<file path="src/rtl/alu_mc.sv">
`default_nettype none
// ============================================================================
//  Module   : alu_mc
//  Purpose  : Multi-cycle XLEN-bit ALU with single-cycle base ops and
//             iterative RV32M multiply/divide behind valid/ready handshakes.
//             Define ALU_MULDIV_EN to build the iterative mul/div datapath.
//  Revision : 1.0 - initial release
// ============================================================================

package types;
    localparam logic [3:0] ALU_ADD = 4'd0;
    localparam logic [3:0] ALU_SUB = 4'd1;
    localparam logic [3:0] ALU_SLL = 4'd2;
    localparam logic [3:0] ALU_XOR = 4'd3;
    localparam logic [3:0] ALU_SRL = 4'd4;
    localparam logic [3:0] ALU_SRA = 4'd5;
    localparam logic [3:0] ALU_OR  = 4'd6;
    localparam logic [3:0] ALU_AND = 4'd7;
endpackage

module alu_mc
    import types::*;
#(
    parameter int XLEN = 32,
    parameter int SHW  = $clog2(XLEN)
) (
    input  logic            clk,
    input  logic            reset,
    input  logic            flush,
    input  logic            in_valid,
    output logic            in_ready,
    input  logic [XLEN-1:0] operand_a,
    input  logic [XLEN-1:0] operand_b,
    input  logic [3:0]      alu_op,
    input  logic            md_en,
    input  logic [2:0]      md_op,
    output logic            out_valid,
    input  logic            out_ready,
    output logic [XLEN-1:0] result,
    output logic            out_err
);

    typedef enum logic [1:0] {
        S_IDLE = 2'd0,
        S_BUSY = 2'd1,
        S_DONE = 2'd2
    } state_t;

    state_t          r_state;
    state_t          w_state_nxt;
    logic            w_accept;
    logic            w_go_busy;
    logic [XLEN-1:0] w_done_res;
    logic            w_done_err;
    logic [XLEN-1:0] w_base_res;
    logic            w_base_err;
    logic [SHW-1:0]  w_shamt;
    logic [XLEN-1:0] r_result;
    logic            r_err;

    assign in_ready  = (r_state == S_IDLE) || ((r_state == S_DONE) && out_ready);
    assign out_valid = (r_state == S_DONE);
    assign result    = r_result;
    assign out_err   = r_err;
    assign w_accept  = in_valid && in_ready && !flush;
    assign w_shamt   = operand_b[SHW-1:0];

    always_comb begin
        w_base_res = '0;
        w_base_err = 1'b0;
        case (alu_op)
            ALU_ADD: w_base_res = operand_a + operand_b;
            ALU_SUB: w_base_res = operand_a - operand_b;
            ALU_SLL: w_base_res = operand_a << w_shamt;
            ALU_XOR: w_base_res = operand_a ^ operand_b;
            ALU_SRL: w_base_res = operand_a >> w_shamt;
            ALU_SRA: w_base_res = $unsigned($signed(operand_a) >>> w_shamt);
            ALU_OR:  w_base_res = operand_a | operand_b;
            ALU_AND: w_base_res = operand_a & operand_b;
            default: w_base_err = 1'b1;
        endcase
    end

`ifdef ALU_MULDIV_EN
    localparam logic [SHW:0] c_last_step = (SHW+1)'(XLEN-1);

    logic [2*XLEN-1:0] r_acc;
    logic [XLEN-1:0]   r_mag_b;
    logic [SHW:0]      r_cnt;
    logic [2:0]        r_op;
    logic              r_a_neg;
    logic              r_b_neg;
    logic              r_load;

    logic              w_signed_a;
    logic              w_signed_b;
    logic              w_is_div;
    logic              w_b_zero;
    logic              w_ovf;
    logic              w_special;
    logic [XLEN-1:0]   w_special_res;
    logic [XLEN-1:0]   w_load_a;
    logic [XLEN-1:0]   w_load_b;
    logic [XLEN:0]     w_mul_sum;
    logic [XLEN:0]     w_rem_sh;
    logic [XLEN:0]     w_div_diff;
    logic [2*XLEN-1:0] w_mul_step;
    logic [2*XLEN-1:0] w_div_step;
    logic [2*XLEN-1:0] w_step;
    logic [2*XLEN-1:0] w_prod;
    logic [XLEN-1:0]   w_quo;
    logic [XLEN-1:0]   w_rem;
    logic [XLEN-1:0]   w_md_final;
    logic              w_busy_last;

    assign w_signed_a = (md_op == 3'b001) || (md_op == 3'b010) ||
                        (md_op == 3'b100) || (md_op == 3'b110);
    assign w_signed_b = (md_op == 3'b001) || (md_op == 3'b100) || (md_op == 3'b110);
    assign w_is_div   = md_op[2];
    assign w_b_zero   = (operand_b == '0);
    assign w_ovf      = !md_op[0] && (operand_a == {1'b1, {(XLEN-1){1'b0}}}) &&
                        (operand_b == '1);
    assign w_special  = w_is_div && (w_b_zero || w_ovf);
    // md_op[1] distinguishes REM/REMU from DIV/DIVU within the divide family
    assign w_special_res = w_b_zero ? (md_op[1] ? operand_a : '1)
                                    : (md_op[1] ? '0 : operand_a);
    assign w_go_busy  = md_en && !w_special;

    assign w_load_a   = r_a_neg ? -r_acc[XLEN-1:0] : r_acc[XLEN-1:0];
    assign w_load_b   = r_b_neg ? -r_mag_b : r_mag_b;

    assign w_mul_sum  = {1'b0, r_acc[2*XLEN-1:XLEN]} + (r_acc[0] ? {1'b0, r_mag_b} : '0);
    assign w_mul_step = {w_mul_sum, r_acc[XLEN-1:1]};
    assign w_rem_sh   = r_acc[2*XLEN-1:XLEN-1];
    assign w_div_diff = w_rem_sh - {1'b0, r_mag_b};
    assign w_div_step = w_div_diff[XLEN]
                      ? {w_rem_sh[XLEN-1:0], r_acc[XLEN-2:0], 1'b0}
                      : {w_div_diff[XLEN-1:0], r_acc[XLEN-2:0], 1'b1};
    assign w_step     = r_op[2] ? w_div_step : w_mul_step;

    // Sign fix-up folded into the final step so DONE carries the signed value
    assign w_prod     = (r_a_neg ^ r_b_neg) ? -w_step : w_step;
    assign w_quo      = (r_a_neg ^ r_b_neg) ? -w_step[XLEN-1:0] : w_step[XLEN-1:0];
    assign w_rem      = r_a_neg ? -w_step[2*XLEN-1:XLEN] : w_step[2*XLEN-1:XLEN];

    always_comb begin
        w_md_final = '0;
        case (r_op)
            3'b000:         w_md_final = w_prod[XLEN-1:0];
            3'b001, 3'b010,
            3'b011:         w_md_final = w_prod[2*XLEN-1:XLEN];
            3'b100, 3'b101: w_md_final = w_quo;
            default:        w_md_final = w_rem;
        endcase
    end

    assign w_busy_last = (r_state == S_BUSY) && !r_load && (r_cnt == c_last_step) && !flush;
    assign w_done_res  = md_en ? w_special_res : w_base_res;
    assign w_done_err  = md_en ? 1'b0 : w_base_err;

    always_ff @(posedge clk) begin
        if (reset) begin
            r_acc   <= '0;
            r_mag_b <= '0;
            r_cnt   <= '0;
            r_op    <= '0;
            r_a_neg <= 1'b0;
            r_b_neg <= 1'b0;
            r_load  <= 1'b0;
        end else if (w_accept && w_go_busy) begin
            r_acc   <= {{XLEN{1'b0}}, operand_a};
            r_mag_b <= operand_b;
            r_op    <= md_op;
            r_a_neg <= w_signed_a && operand_a[XLEN-1];
            r_b_neg <= w_signed_b && operand_b[XLEN-1];
            r_cnt   <= '0;
            r_load  <= 1'b1;
        end else if ((r_state == S_BUSY) && !flush) begin
            if (r_load) begin
                r_acc   <= {{XLEN{1'b0}}, w_load_a};
                r_mag_b <= w_load_b;
                r_load  <= 1'b0;
            end else begin
                r_acc <= w_step;
                if (r_cnt != c_last_step) begin
                    r_cnt <= r_cnt + (SHW+1)'(1);
                end
            end
        end
    end
`else
    logic w_unused_md_op;

    assign w_unused_md_op = ^md_op;
    assign w_go_busy      = 1'b0;
    assign w_done_res     = md_en ? '0 : w_base_res;
    assign w_done_err     = md_en ? 1'b1 : w_base_err;
`endif

    always_ff @(posedge clk) begin
        if (reset) begin
            r_state <= S_IDLE;
        end else begin
            r_state <= w_state_nxt;
        end
    end

    always_comb begin
        w_state_nxt = r_state;
        case (r_state)
            S_IDLE, S_DONE: begin
                if (w_accept) begin
                    w_state_nxt = w_go_busy ? S_BUSY : S_DONE;
                end else if ((r_state == S_DONE) && out_ready) begin
                    w_state_nxt = S_IDLE;
                end
            end
`ifdef ALU_MULDIV_EN
            S_BUSY: begin
                if (w_busy_last) begin
                    w_state_nxt = S_DONE;
                end
            end
`endif
            default: w_state_nxt = S_IDLE;
        endcase
        if (flush) begin
            w_state_nxt = S_IDLE;
        end
    end

    always_ff @(posedge clk) begin
        if (reset) begin
            r_result <= '0;
            r_err    <= 1'b0;
        end else if (w_accept && !w_go_busy) begin
            r_result <= w_done_res;
            r_err    <= w_done_err;
        end
`ifdef ALU_MULDIV_EN
        else if (w_busy_last) begin
            r_result <= w_md_final;
            r_err    <= 1'b0;
        end
`endif
    end

endmodule

`default_nettype wire
</file>
<file path="config.mk">
export PLATFORM = sky130hd
export DESIGN_NAME = alu_mc
export DESIGN_NICKNAME = d
export VERILOG_FILES = /design/src/rtl/alu_mc.sv
export SDC_FILE = /design/constraint.sdc
export NUM_CORES = 1
export LEC_CHECK = 0
export ABC_CLOCK_PERIOD_IN_PS = 4700
export CAP_MARGIN = 20
export CORE_AREA = 5 5 138 140
export DETAILED_ROUTE_END_ITERATION = 10
export DIE_AREA = 0 0 143 145
export PLACE_DENSITY = 0.78
export SETUP_SLACK_MARGIN = 0.05
export SYNTH_ARGS = -nofsm -noshare
export SYNTH_HDL_FRONTEND = slang
export SYNTH_SLANG_ARGS = --single-unit
</file>
<file path="constraint.sdc">
create_clock -name clk -period 4.7 [get_ports clk]
set_clock_uncertainty 0.1 [all_clocks]
set_input_delay 0.705 -clock clk [delete_from_list [all_inputs] [get_ports clk]]
set_output_delay 0.705 -clock clk [all_outputs]
set_load 0.02 [all_outputs]
</file>
==> results summary <==
The flow ran to the end, and the final reports show no timing, DRC or antenna violations. The residual overflow from global routing is 0. The min-delay analysis places its worst path in the category flip-flop to flip-flop. The number of buffer cells added on primary ports came out at 108. The leading area contributor after synthesis is sky130_fd_sc_hd__ha_1. In this run the count of I/O pins placed on the die edge is 112.

Tracing the worst setup path back leads to its startpoint at operand_b[7]. STA classifies the critical path endpoint as a flip-flop. Ranked by total cell area, the synthesized netlist is headed by sky130_fd_sc_hd__ha_1 (13%), sky130_fd_sc_hd__mux4_2 (10%), sky130_fd_sc_hd__dfxtp_1 (7.4%), sky130_fd_sc_hd__nor2_1 (6.1%), sky130_fd_sc_hd__a21oi_1 (5.8%). The most numerous cell type found on the critical path is sky130_fd_sc_hd__buf_6.

The final cell count without fillers is 1708. The cell area after technology mapping is 9150 sq um. 0 antenna diodes ended up in the layout. The delay of the slowest critical-path stage came out at 0.55 ns. The number of max-slew violations in the final report is 0. The combinational group share of total power came out at 67.1%. The count of different cell masters after synthesis came out at 77. STA puts the critical path data arrival time at 4.54 ns. Setup repair after global routing left no endpoint under its margin. The count of fill cells added during filler insertion came out at 1580.

The vertical die dimension came out at 145 um. The final critical path time including I/O delays and setup came out at 4.48 ns. The count of mapped cells out of synthesis came out at 1273. The required time at the endpoint of the critical path is 4.76 ns.

STA classifies the critical path startpoint as an input pin. The routed length per instance came out at 23.7 um. The ratio of cells with drive above 1 in the final layout is 20.5%.

In this run the critical register-to-register path is captured at result[30]$_SDFFE_PP0P_. The static power due to leakage came out at 5.14 nW. The largest net degree at the start of global routing came out at 57. The number of clock sinks came out at 34. On the critical path, the stage with the largest delay is an instance of sky130_fd_sc_hd__or4_4. The critical path goes through dlymetal6s2s_1, or3_4, or4_4, buf_6, o21ai_2, xnor2_1, ha_1, buf_6, a211oi_2, nor2_1, or3_1, a31oi_1, o21a_1, buf_6, buf_4, nand2_1, xor2_1, a21oi_1, o21ai_0. The first detailed-routing pass ran for 8 iterations. The post-route antenna net violation count is 0.

The clock buffer count from CTS came out at 5. The top cell types in the final layout, fill and taps aside, are sky130_fd_sc_hd__buf_4 (179), sky130_fd_sc_hd__nor2_1 (148), sky130_fd_sc_hd__nand2_1 (128), sky130_fd_sc_hd__a21oi_1 (103), sky130_fd_sc_hd__clkdlybuf4s50_1 (99). The largest fanout of any net on the critical path is 4. The TritonCTS clock tree is done. The total count of hold-check failures in the final report is 0. The average footprint of a synthesized cell came out at 7.19 sq um. Leaving out fill and tap cells, the most frequent cell in the layout is sky130_fd_sc_hd__buf_4.

The number of core rows is 49. The share of power burned in the clock network came out at 17.8%. The logic depth of the worst register-to-register path came out at 9. The first-pass GRT wire length came out at 61.4 mm. The launch point of the worst hold path is result[7]$_SDFFE_PP0P_.

After clock tree synthesis, the clock-pin slew on the worst setup and hold paths is 0.06 ns. The area growth from synthesis to layout is 30.1%. The part of the power in registers came out at 15.2%. Of the total power, the share spent switching nets is 45.1%.

The number of cells in the design after placement came out at 1692. The area fraction of the dominant cell type after synthesis is 13.3%. The reg-to-reg setup timing slack is 2.20 ns. Internal power comes to 1.07 mW. The worst voltage drop across the vdd grid is 0.000121 V.

The launch instance of the worst register-to-register path is r_state[1]$_SDFFE_PP0P_. The later pin in the worst-skew pair is clocked with a latency of 0.28 ns. The final period utilization is 95.3%. The final layout net count came out at 1653. The maximum clock frequency is 223 MHz.

The number of maximum-capacitance constraint violations came out at 0. Summing all placed instances gives a cell area of 11500 sq um. The detailed router placed 11.3k vias in this run.

The total global-route track usage came out at 37.5%. The number of violations reported at the end of detailed-routing iteration 0 came out at 1350. Once the floorplan was initialized, standard cells occupied 51.6% of the core. The remaining max-slew budget at the tightest pin is 31.0%.

The share of async-settable or async-resettable flops after synthesis is 0%. For this design the total switching power over the nets is 0.875 mW. The leading register cell type out of synthesis is sky130_fd_sc_hd__dfxtp_1. The sum of routed wire length over all layers is 40.5 mm.

The H-tree depth came out at 2. The number of global-route vias before repair came to 10.6k. Of the synthesized area, sequential elements account for 7.44%. The most critical setup path has its endpoint at result[19]$_SDFFE_PP0P_. The vias per cell is 6.63.

The total number of yosys warnings came out at 0. The global placer's final weighted congestion is 1.04. Setup violations remaining at the end of the flow were counted as 0. The core area came out at 17700 sq um. The placed wire-length estimate after detailed placement is 32.0 mm.

The register bit total from synthesis is 34. The number of buffers between clock root and the deepest sink came out at 2. The cell sitting at the root of the clock tree is a sky130_fd_sc_hd__clkbuf_16.

For the pin with the worst max-slew slack, the measured transition is 1.03 ns. The final cell area excluding filler cells is 11900 sq um. The net count after synthesis came out at 1448.

The number of flops mapped to enable cells by yosys came out at 0. The initial antenna violation count is 1. The DRC violation count after routing came out at 0. The critical path is of the input pin to flip-flop type. The x dimension of the die is 143 um. The die area is 20700 sq um.

The ratio of total power to cell area is 163 nW/um^2.
[worst max-delay path: cells and delay by family]
family,cells,cell delay [ns]
simple gates,5,1.41
fa+ha+maj,1,0.28
compound gates,6,1.21
buf+inv,5,0.64
xor+xnor,2,0.30
[power by group through the flow]
| stage | clock (mW) | sequential (mW) | combinational [mW] |
|---|---|---|---|
| after floorplan | 0 | 0.305 | 0.696 |
| after global placement | 0 | 0.301 | 1.21 |
| after detailed placement | 0 | 0.301 | 1.22 |
| after CTS | 0.343 | 0.295 | 1.23 |
| after global routing | 0.356 | 0.295 | 1.39 |
| final | 0.345 | 0.295 | 1.30 |
[metrics by stage]
step	hold WS [ns]	setup TNS, ns	utilization [%]	power [mW]	worst slack, ns
6_report	0.351	0	67.2	1.94	0.221
5_1_grt	0.370	0	67.2	2.04	0.0469
4_1_cts	0.358	0	65.9	1.87	0.0711
3_5_place_dp	0.345	-2.59	64.8	1.52	-0.542
3_3_place_gp	0.338	-1.42	64.8	1.51	-0.395
2_1_floorplan	0.437	0	-	1.00	0.0507
[sequential cells by signal (all words and copies together) (netlist names)]
signal and flops:
r_state 1, result 32, out_err 1
[worst min-delay path by stage]
stage	end	slack, ns	cells past startpoint
CTS	result[0]$_SDFFE_PP0P_	0.36	2
floorplan	result[0]$_SDFFE_PP0P_	0.44	2
finish	result[7]$_SDFFE_PP0P_	0.35	2
detailed placement	result[0]$_SDFFE_PP0P_	0.35	2
global route	result[0]$_SDFFE_PP0P_	0.37	2
global placement	result[14]$_SDFFE_PP0P_	0.34	2
[layout make-up]
cell class                      count  area, sq um  area share [%]
Multi-Input combinational cell   1070         8020            67.4
Inverter                           77          292            2.45
Timing Repair Buffer              290         2470            20.8
Tap cell                          229          287            2.41
Clock buffer                        6          139            1.17
Clock inverter                      2         12.5           0.105
Sequential cell                    34          681            5.72
[per-layer routing]
metal	part of all wire, %	vias to the layer above	global-route usage [%]
met5	0.027	-	0
met2	44	808	58.2
met4	6.3	2	18.4
met3	11	157	7.37
met1	39	5213	49.5
li1	-	5138	-
[cells by family (layout without fill, tap and decap cells)]
kind of cell | after synthesis | count (layout) | share of synthesized area (%)
compound gates | 411 | 411 | 29.7
simple gates | 406 | 406 | 20.0
buf+inv | 169 | 375 | 7.25
mux | 106 | 106 | 17.4
fa+ha+maj | 98 | 98 | 13.5
xor+xnor | 49 | 49 | 4.69
flops | 34 | 34 | 7.44
[synthesized netlist by cell type, types with 27 or more instances]
cell type and number:
sky130_fd_sc_hd__nor2_1 149, sky130_fd_sc_hd__nand2_1 129, sky130_fd_sc_hd__a21oi_1 106, sky130_fd_sc_hd__ha_1 97
sky130_fd_sc_hd__o21ai_0 96, sky130_fd_sc_hd__inv_1 74, sky130_fd_sc_hd__clkbuf_1 64, sky130_fd_sc_hd__mux2i_1 52
sky130_fd_sc_hd__xnor2_1 42, sky130_fd_sc_hd__mux4_2 41, sky130_fd_sc_hd__dfxtp_1 34, sky130_fd_sc_hd__a221oi_1 29
sky130_fd_sc_hd__nor3_1 28, sky130_fd_sc_hd__nand3_1 27
[what timing repair did]
action                                  in CTS  in global routing
hold endpoints to repair                     0                  0
endpoints found under the setup margin       7                 12
pin swaps                                    1                 25
buffers inserted                             0                  9
hold buffers                                 0                  0
gates resized for setup                      9                 39
Power figures use the tool's default switching activity.
